File: config.mk
export PLATFORM = sky130hd
export DESIGN_NAME = sr_latch_trng
export DESIGN_NICKNAME = d
export VERILOG_FILES = /design/src/rtl/sr_latch_trng.sv
export SDC_FILE = /design/constraint.sdc
export NUM_CORES = 1
export LEC_CHECK = 0
export CAP_MARGIN = 20
export CORE_UTILIZATION = 45
export CTS_CLUSTER_DIAMETER = 30
export DETAILED_ROUTE_END_ITERATION = 10
export HOLD_SLACK_MARGIN = 0.02
export PLACE_DENSITY_LB_ADDON = 0.15
export SLEW_MARGIN = 30
export SYNTH_ARGS = -nofsm -noshare
export SYNTH_HDL_FRONTEND = slang
export SYNTH_HIERARCHICAL = 1
export SYNTH_SLANG_ARGS = --single-unit
File: constraint.sdc
create_clock -name clk -period 7.8 [get_ports clk]
set_clock_uncertainty 0.1 [all_clocks]
set_input_delay 0.78 -clock clk [delete_from_list [all_inputs] [get_ports clk]]
set_output_delay 0.78 -clock clk [all_outputs]
set_load 0.01 [all_outputs]
File: src/rtl/sr_latch_trng.sv
// SR-latch entropy source: XOR of an excited latch array, a von Neumann debiaser,
// a repetition-count health test and word packing behind a valid/ready handshake.

module sr_latch (
    input  logic s,
    input  logic r,
    output logic q
);
    // Reset-dominant; in silicon the s=r=1 phase is what provokes metastability.
    always_latch begin
        if (r)
            q <= 1'b0;
        else if (s)
            q <= 1'b1;
    end
endmodule

module sr_latch_trng #(
    parameter int NUM_LATCHES = 8,
    parameter int WORD_WIDTH  = 8,
    parameter int REP_LIMIT   = 16
) (
    input  logic                  clk,
    input  logic                  rst_n,
    input  logic                  enabled,
    input  logic                  test_mode,
    input  logic                  test_bit,
    input  logic                  debias_en,
    input  logic                  out_ready,
    output logic [WORD_WIDTH-1:0] out_data,
    output logic                  out_valid,
    output logic                  health_fail,
    output logic                  b
);
    localparam int CNT_W = $clog2(WORD_WIDTH + 1);
    localparam int RUN_W = $clog2(REP_LIMIT + 1);
    localparam logic [CNT_W-1:0] CNT_FULL = CNT_W'(WORD_WIDTH);
    localparam logic [RUN_W-1:0] RUN_MAX  = RUN_W'(REP_LIMIT);

    typedef enum logic {DB_EMPTY, DB_HALF} db_state_t;

    function automatic logic [RUN_W-1:0] run_next(input logic [RUN_W-1:0] run,
                                                  input logic             same);
        if (run == '0 || !same)
            return RUN_W'(1);
        if (run == RUN_MAX)
            return RUN_MAX;
        return run + RUN_W'(1);
    endfunction

    logic                   excite;
    logic                   latch_s;
    logic                   latch_r;
    logic [NUM_LATCHES-1:0] latch_q;

    // Outside operation every latch is parked in its reset-hold state.
    assign excite  = enabled & rst_n;
    assign latch_s = excite & clk;
    assign latch_r = excite ? clk : 1'b1;

    for (genvar i = 0; i < NUM_LATCHES; i++) begin : g_latch
        sr_latch u_latch (
            .s (latch_s),
            .r (latch_r),
            .q (latch_q[i])
        );
    end

    logic                  sample_q, sample_d;
    logic                  sample_vld_q, sample_vld_d;
    logic                  prev_q, prev_d;
    logic [RUN_W-1:0]      run_q, run_d;
    db_state_t             db_state_q, db_state_d;
    logic                  db_bit_q, db_bit_d;
    logic                  debias_en_q, debias_en_d;
    logic [WORD_WIDTH-1:0] acc_q, acc_d;
    logic [CNT_W-1:0]      cnt_q, cnt_d;
    logic [WORD_WIDTH-1:0] out_data_q, out_data_d;
    logic                  out_valid_q, out_valid_d;
    logic                  health_fail_q, health_fail_d;

    logic                  raw_bit;
    logic                  handshake;
    logic                  slot_free;
    logic                  emit;
    logic                  emit_bit;
    logic                  trip;
    db_state_t             db_cur;
    logic [RUN_W-1:0]      run_n;
    logic [WORD_WIDTH-1:0] acc_n;

    always_comb begin
        raw_bit      = test_mode ? test_bit : ^latch_q;
        sample_d     = enabled ? raw_bit : sample_q;
        sample_vld_d = enabled;
    end

    always_comb begin
        prev_d        = prev_q;
        run_d         = run_q;
        db_bit_d      = db_bit_q;
        debias_en_d   = debias_en;
        acc_d         = acc_q;
        cnt_d         = cnt_q;
        out_data_d    = out_data_q;
        out_valid_d   = out_valid_q;
        health_fail_d = health_fail_q;
        handshake     = out_valid_q & out_ready;
        slot_free     = ~out_valid_q | out_ready;
        emit          = 1'b0;
        emit_bit      = 1'b0;
        trip          = 1'b0;
        run_n         = run_q;
        db_cur        = (debias_en != debias_en_q) ? DB_EMPTY : db_state_q;
        db_state_d    = db_cur;
        acc_n         = {acc_q[WORD_WIDTH-2:0], 1'b0};

        if (health_fail_q) begin
            run_d       = '0;
            db_state_d  = DB_EMPTY;
            acc_d       = '0;
            cnt_d       = '0;
            out_data_d  = '0;
            out_valid_d = 1'b0;
        end else begin
            if (handshake)
                out_valid_d = 1'b0;

            // A gap in samples (enable was low) restarts the stream; a held word survives.
            if (!sample_vld_q) begin
                run_d      = '0;
                db_state_d = DB_EMPTY;
                if (cnt_q != CNT_FULL) begin
                    acc_d = '0;
                    cnt_d = '0;
                end
            end else begin
                run_n  = run_next(run_q, sample_q == prev_q);
                run_d  = run_n;
                prev_d = sample_q;
                if (run_n == RUN_MAX) begin
                    trip = 1'b1;
                end else if (!debias_en) begin
                    emit     = 1'b1;
                    emit_bit = sample_q;
                end else if (db_cur == DB_EMPTY) begin
                    db_bit_d   = sample_q;
                    db_state_d = DB_HALF;
                end else begin
                    db_state_d = DB_EMPTY;
                    emit       = (sample_q != db_bit_q);
                    emit_bit   = db_bit_q;
                end
            end

            acc_n = {acc_q[WORD_WIDTH-2:0], emit_bit};
            if (cnt_q == CNT_FULL) begin
                if (handshake) begin
                    out_data_d  = acc_q;
                    out_valid_d = 1'b1;
                    acc_d       = '0;
                    cnt_d       = '0;
                end
            end else if (emit) begin
                if (cnt_q == CNT_FULL - CNT_W'(1)) begin
                    if (slot_free) begin
                        out_data_d  = acc_n;
                        out_valid_d = 1'b1;
                        acc_d       = '0;
                        cnt_d       = '0;
                    end else begin
                        acc_d = acc_n;
                        cnt_d = CNT_FULL;
                    end
                end else begin
                    acc_d = acc_n;
                    cnt_d = cnt_q + CNT_W'(1);
                end
            end

            if (trip) begin
                health_fail_d = 1'b1;
                db_state_d    = DB_EMPTY;
                acc_d         = '0;
                cnt_d         = '0;
                out_data_d    = '0;
                out_valid_d   = 1'b0;
            end
        end
    end

    always_ff @(posedge clk or negedge rst_n) begin
        if (!rst_n) begin
            sample_q      <= 1'b0;
            sample_vld_q  <= 1'b0;
            prev_q        <= 1'b0;
            run_q         <= '0;
            db_state_q    <= DB_EMPTY;
            db_bit_q      <= 1'b0;
            debias_en_q   <= 1'b0;
            acc_q         <= '0;
            cnt_q         <= '0;
            out_data_q    <= '0;
            out_valid_q   <= 1'b0;
            health_fail_q <= 1'b0;
        end else begin
            sample_q      <= sample_d;
            sample_vld_q  <= sample_vld_d;
            prev_q        <= prev_d;
            run_q         <= run_d;
            db_state_q    <= db_state_d;
            db_bit_q      <= db_bit_d;
            debias_en_q   <= debias_en_d;
            acc_q         <= acc_d;
            cnt_q         <= cnt_d;
            out_data_q    <= out_data_d;
            out_valid_q   <= out_valid_d;
            health_fail_q <= health_fail_d;
        end
    end

    assign out_data    = out_data_q;
    assign out_valid   = out_valid_q;
    assign health_fail = health_fail_q;
    assign b           = sample_q;

endmodule

==> results.toml <==
[run_status]
status = "completed"

[cells_and_area]
fin_util = 0.620
multiInputGateArea_um2 = 1010
regArea_um2 = 946
layout_commonest_cell = "dfrtp_1"
num_antenna_cells = 0
drive_above_1_share = 0.146
nets = 255
most-common-layout-cells = "dfrtp_1 (33), clkbuf_8 (21), a21oi_1 (17), clkdlybuf4s50_1 (17), inv_1 (13)"
areaGrowthSynthToFinish_pct = 31.7
n_fill_cell = 355

[synth]
yosysWarningCount = 6
synth_flop_cell = "dfrtp_1"
synthesis.nets = 210
synth_seq_cells = 41
synth_edf_count = 0
synth_cells = 199
synthesis.area_um2 = 2050
synth.distinct_cells = 45
syn-mean-instance-area_um2 = 10.3
synthArstFlopShare = 0.805

[timing]
tightest_slew_ps = 662
rsz0062_at_grt = "no"
hold_viol = 0
tns_ps = 0
final-setup-viol-count = 0
drv_slew = 0
slew_headroom = 0.555

[critical_path]
critPathTopFamily = "buffers and inverters"
end_kind = "latch"
cp-endpoint = "g_latch[4].u_latch/q"
startpoint = "enabled"
r2r_slack_ps = 4970
crit_chain = "clkdlybuf4s50_1 -> nand3b_1 -> clkbuf_8 -> clkbuf_8 -> clkbuf_8 -> inv_1"
crit_required_ps = 1980
ff2ff_path_depth = 8
crit_path_frequent_cell = "clkbuf_8"
path_buf_inv = 5
slowest_delay_ps = 560
slowest_stage = "clkdlybuf4s50_1"
r2r_start = "run_q[0]"
cp_num_cells = 6
path_class = "in2latch"
crit_arrival_ps = 1980
r2r_end = "out_data[0]"
cp-start-kind = "input port"
crit_fanout = 4

[global_route]
grtUsageTotal = 0.214
grt_pass1_wl_mm = 7.85
grt-ovfl-total = 0
grt_max_degree = 35
antenna_found_initial = 0
grt_pass1_vias = 1806

[pwr]
p_leak_nw = 1.21
power_density_nw_per_um2 = 246
peakVddDrop_mv = 0.212
seq_power_share = 0.349
power_frac_comb = 0.184
p_total_w = 0.000664
clock_power_share = 0.467
p_int_w = 0.000475
power_switching_w = 0.000189
switching_share = 0.285

[detailed_routing]
vias_per_cell = 5.48
firstDrtPassIters = 4
drtAntennaViolNets = 0
wl_per_cell_um = 15.0
drt_iter0_drc = 77
finalWirelength_mm = 4.47
drc = 0
vias = 1632

[placed_design]
port_buffers = 17
hpwl_mm = 2.81
gp_congestion = 0.763

[die]
die-area_um2 = 4830
dieWidth_um = 69.5
coreArea_um2 = 4350
rows = 24
die_h_um = 69.5
start_util = 0.471
top_level_ports = 18

[job]
maxCapViolCount = 0

[cts]
post_cts.resized_instances = 0
insertion_delay_ps = 760
clk_pin_slew_ps = 60
cts_tree = "done"
postCtsSetupBuffers = 0

[worst_hold_path]
hold_start = "clk"
hold_path.class = "clk2latch"
registers in the layout (all words and copies together) (netlist names):
register / flops
db_bit_q: 1
out_data: 8
out_valid: 1
debias_en_q: 1
health_fail: 1
b: 1
cnt_q: 4
prev_q: 1
acc_q: 8
g_latch.u_latch/q: 8
sample_vld_q: 1
run_q: 5
db_state_q: 1
metal layers:
metal / vias to the layer above / share of wire / track usage / wire length [um]
met4: 0 / 0.022 / 0.179 / 98
li1: 794 / - / - / -
met1: 791 / 0.47 / 0.250 / 2080
met3: 11 / 0.030 / 0.0930 / 133
met5: - / 0 / 0 / 0
met2: 36 / 0.48 / 0.299 / 2150
synthesized netlist by cell type (2+ instances only):
master	count	share of area
o21ai_0	2	0.0049
buf_6	2	0.011
a211oi_1	2	0.0073
xor2_1	4	0.017
o2bb2ai_1	7	0.030
a21o_1	2	0.0073
nand2b_1	4	0.012
o21a_1	3	0.011
nand3b_1	3	0.011
inv_1	13	0.024
a21boi_0	2	0.0073
clkbuf_1	5	0.0092
nor4_1	2	0.0061
ha_1	4	0.024
nand2_1	10	0.018
dfrtp_1	33	0.40
and3b_1	2	0.0085
xnor2_1	8	0.034
a21oi_1	17	0.042
dlxtp_1	8	0.059
or2_1	9	0.027
and2_1	2	0.0061
nor2b_1	3	0.0092
nand3_1	5	0.012
a2111oi_4	2	0.027
mux2_2	3	0.016
nor2_1	11	0.020
a22o_1	7	0.030
and3_1	8	0.024
final cells by class:
cell class | instances | area share
Tap cell | 52 | 0.0241
Multi-Input combinational cell | 138 | 0.375
Inverter | 5 | 0.00695
Clock buffer | 22 | 0.108
Timing Repair Buffer | 29 | 0.107
Clock inverter | 11 | 0.0283
Sequential cell | 41 | 0.350
stage by stage:
step | cells | instance area [um2] | hold slack (ps) | worst slack [ps]
3_5_place_dp | 262 | 2250 | -2750 | 0
3_3_place_gp | 262 | 2250 | -2750 | 0
2_1_floorplan | 199 | 2050 | -3220 | 0
4_1_cts | 298 | 2700 | 26.1 | 0
6_report | 298 | 2700 | 16.8 | 0
5_1_grt | 298 | 2700 | 12.2 | 0
power groups by stage:
stage	clock network (W)	registers, W	logic [W]
after floorplan	0.0000184	0.000231	0.0000884
after detailed placement	0.0000183	0.000236	0.000119
after global routing	0.000332	0.000236	0.000137
final	0.000310	0.000232	0.000122
after CTS	0.000318	0.000232	0.000124
after global placement	0.0000183	0.000234	0.000112
worst reg2reg max path, stage by stage (launching register included):
cell       delay, ps
dfrtp_1          440
inv_1            110
ha_1             170
nor3b_2          280
a32oi_1          110
a2111oi_2        520
and2_1           460
a2111oi_4        200
mux2_4           340
logic make-up after synthesis:
family | after synthesis | synth area share
flip-flops | 33 | 0.403
latches | 8 | 0.0586
adder cells (fa/ha/maj) | 4 | 0.0244
multiplexers | 4 | 0.0238
AND/OR/NAND/NOR | 65 | 0.187
XOR/XNOR | 12 | 0.0513
buffers and inverters | 20 | 0.0440
AO/OA/AOI/OAI | 53 | 0.208
repair_timing:
item	4_1_cts	5_1_grt
hold buffers	11	0
endpoints found under the hold margin	2	0
endpoints found under the setup margin	0	0
how the worst min path moves through the flow:
| stage | end | cells past startpoint |
|---|---|---|
| after floorplan | clock gate | 0 |
| after global placement | clock gate | 1 |
| after detailed placement | clock gate | 1 |
| final | g_latch[6].u_latch/q | 7 |
| after CTS | g_latch[6].u_latch/q | 7 |
| after global routing | g_latch[6].u_latch/q | 7 |
(Power assumes the default switching activity.)
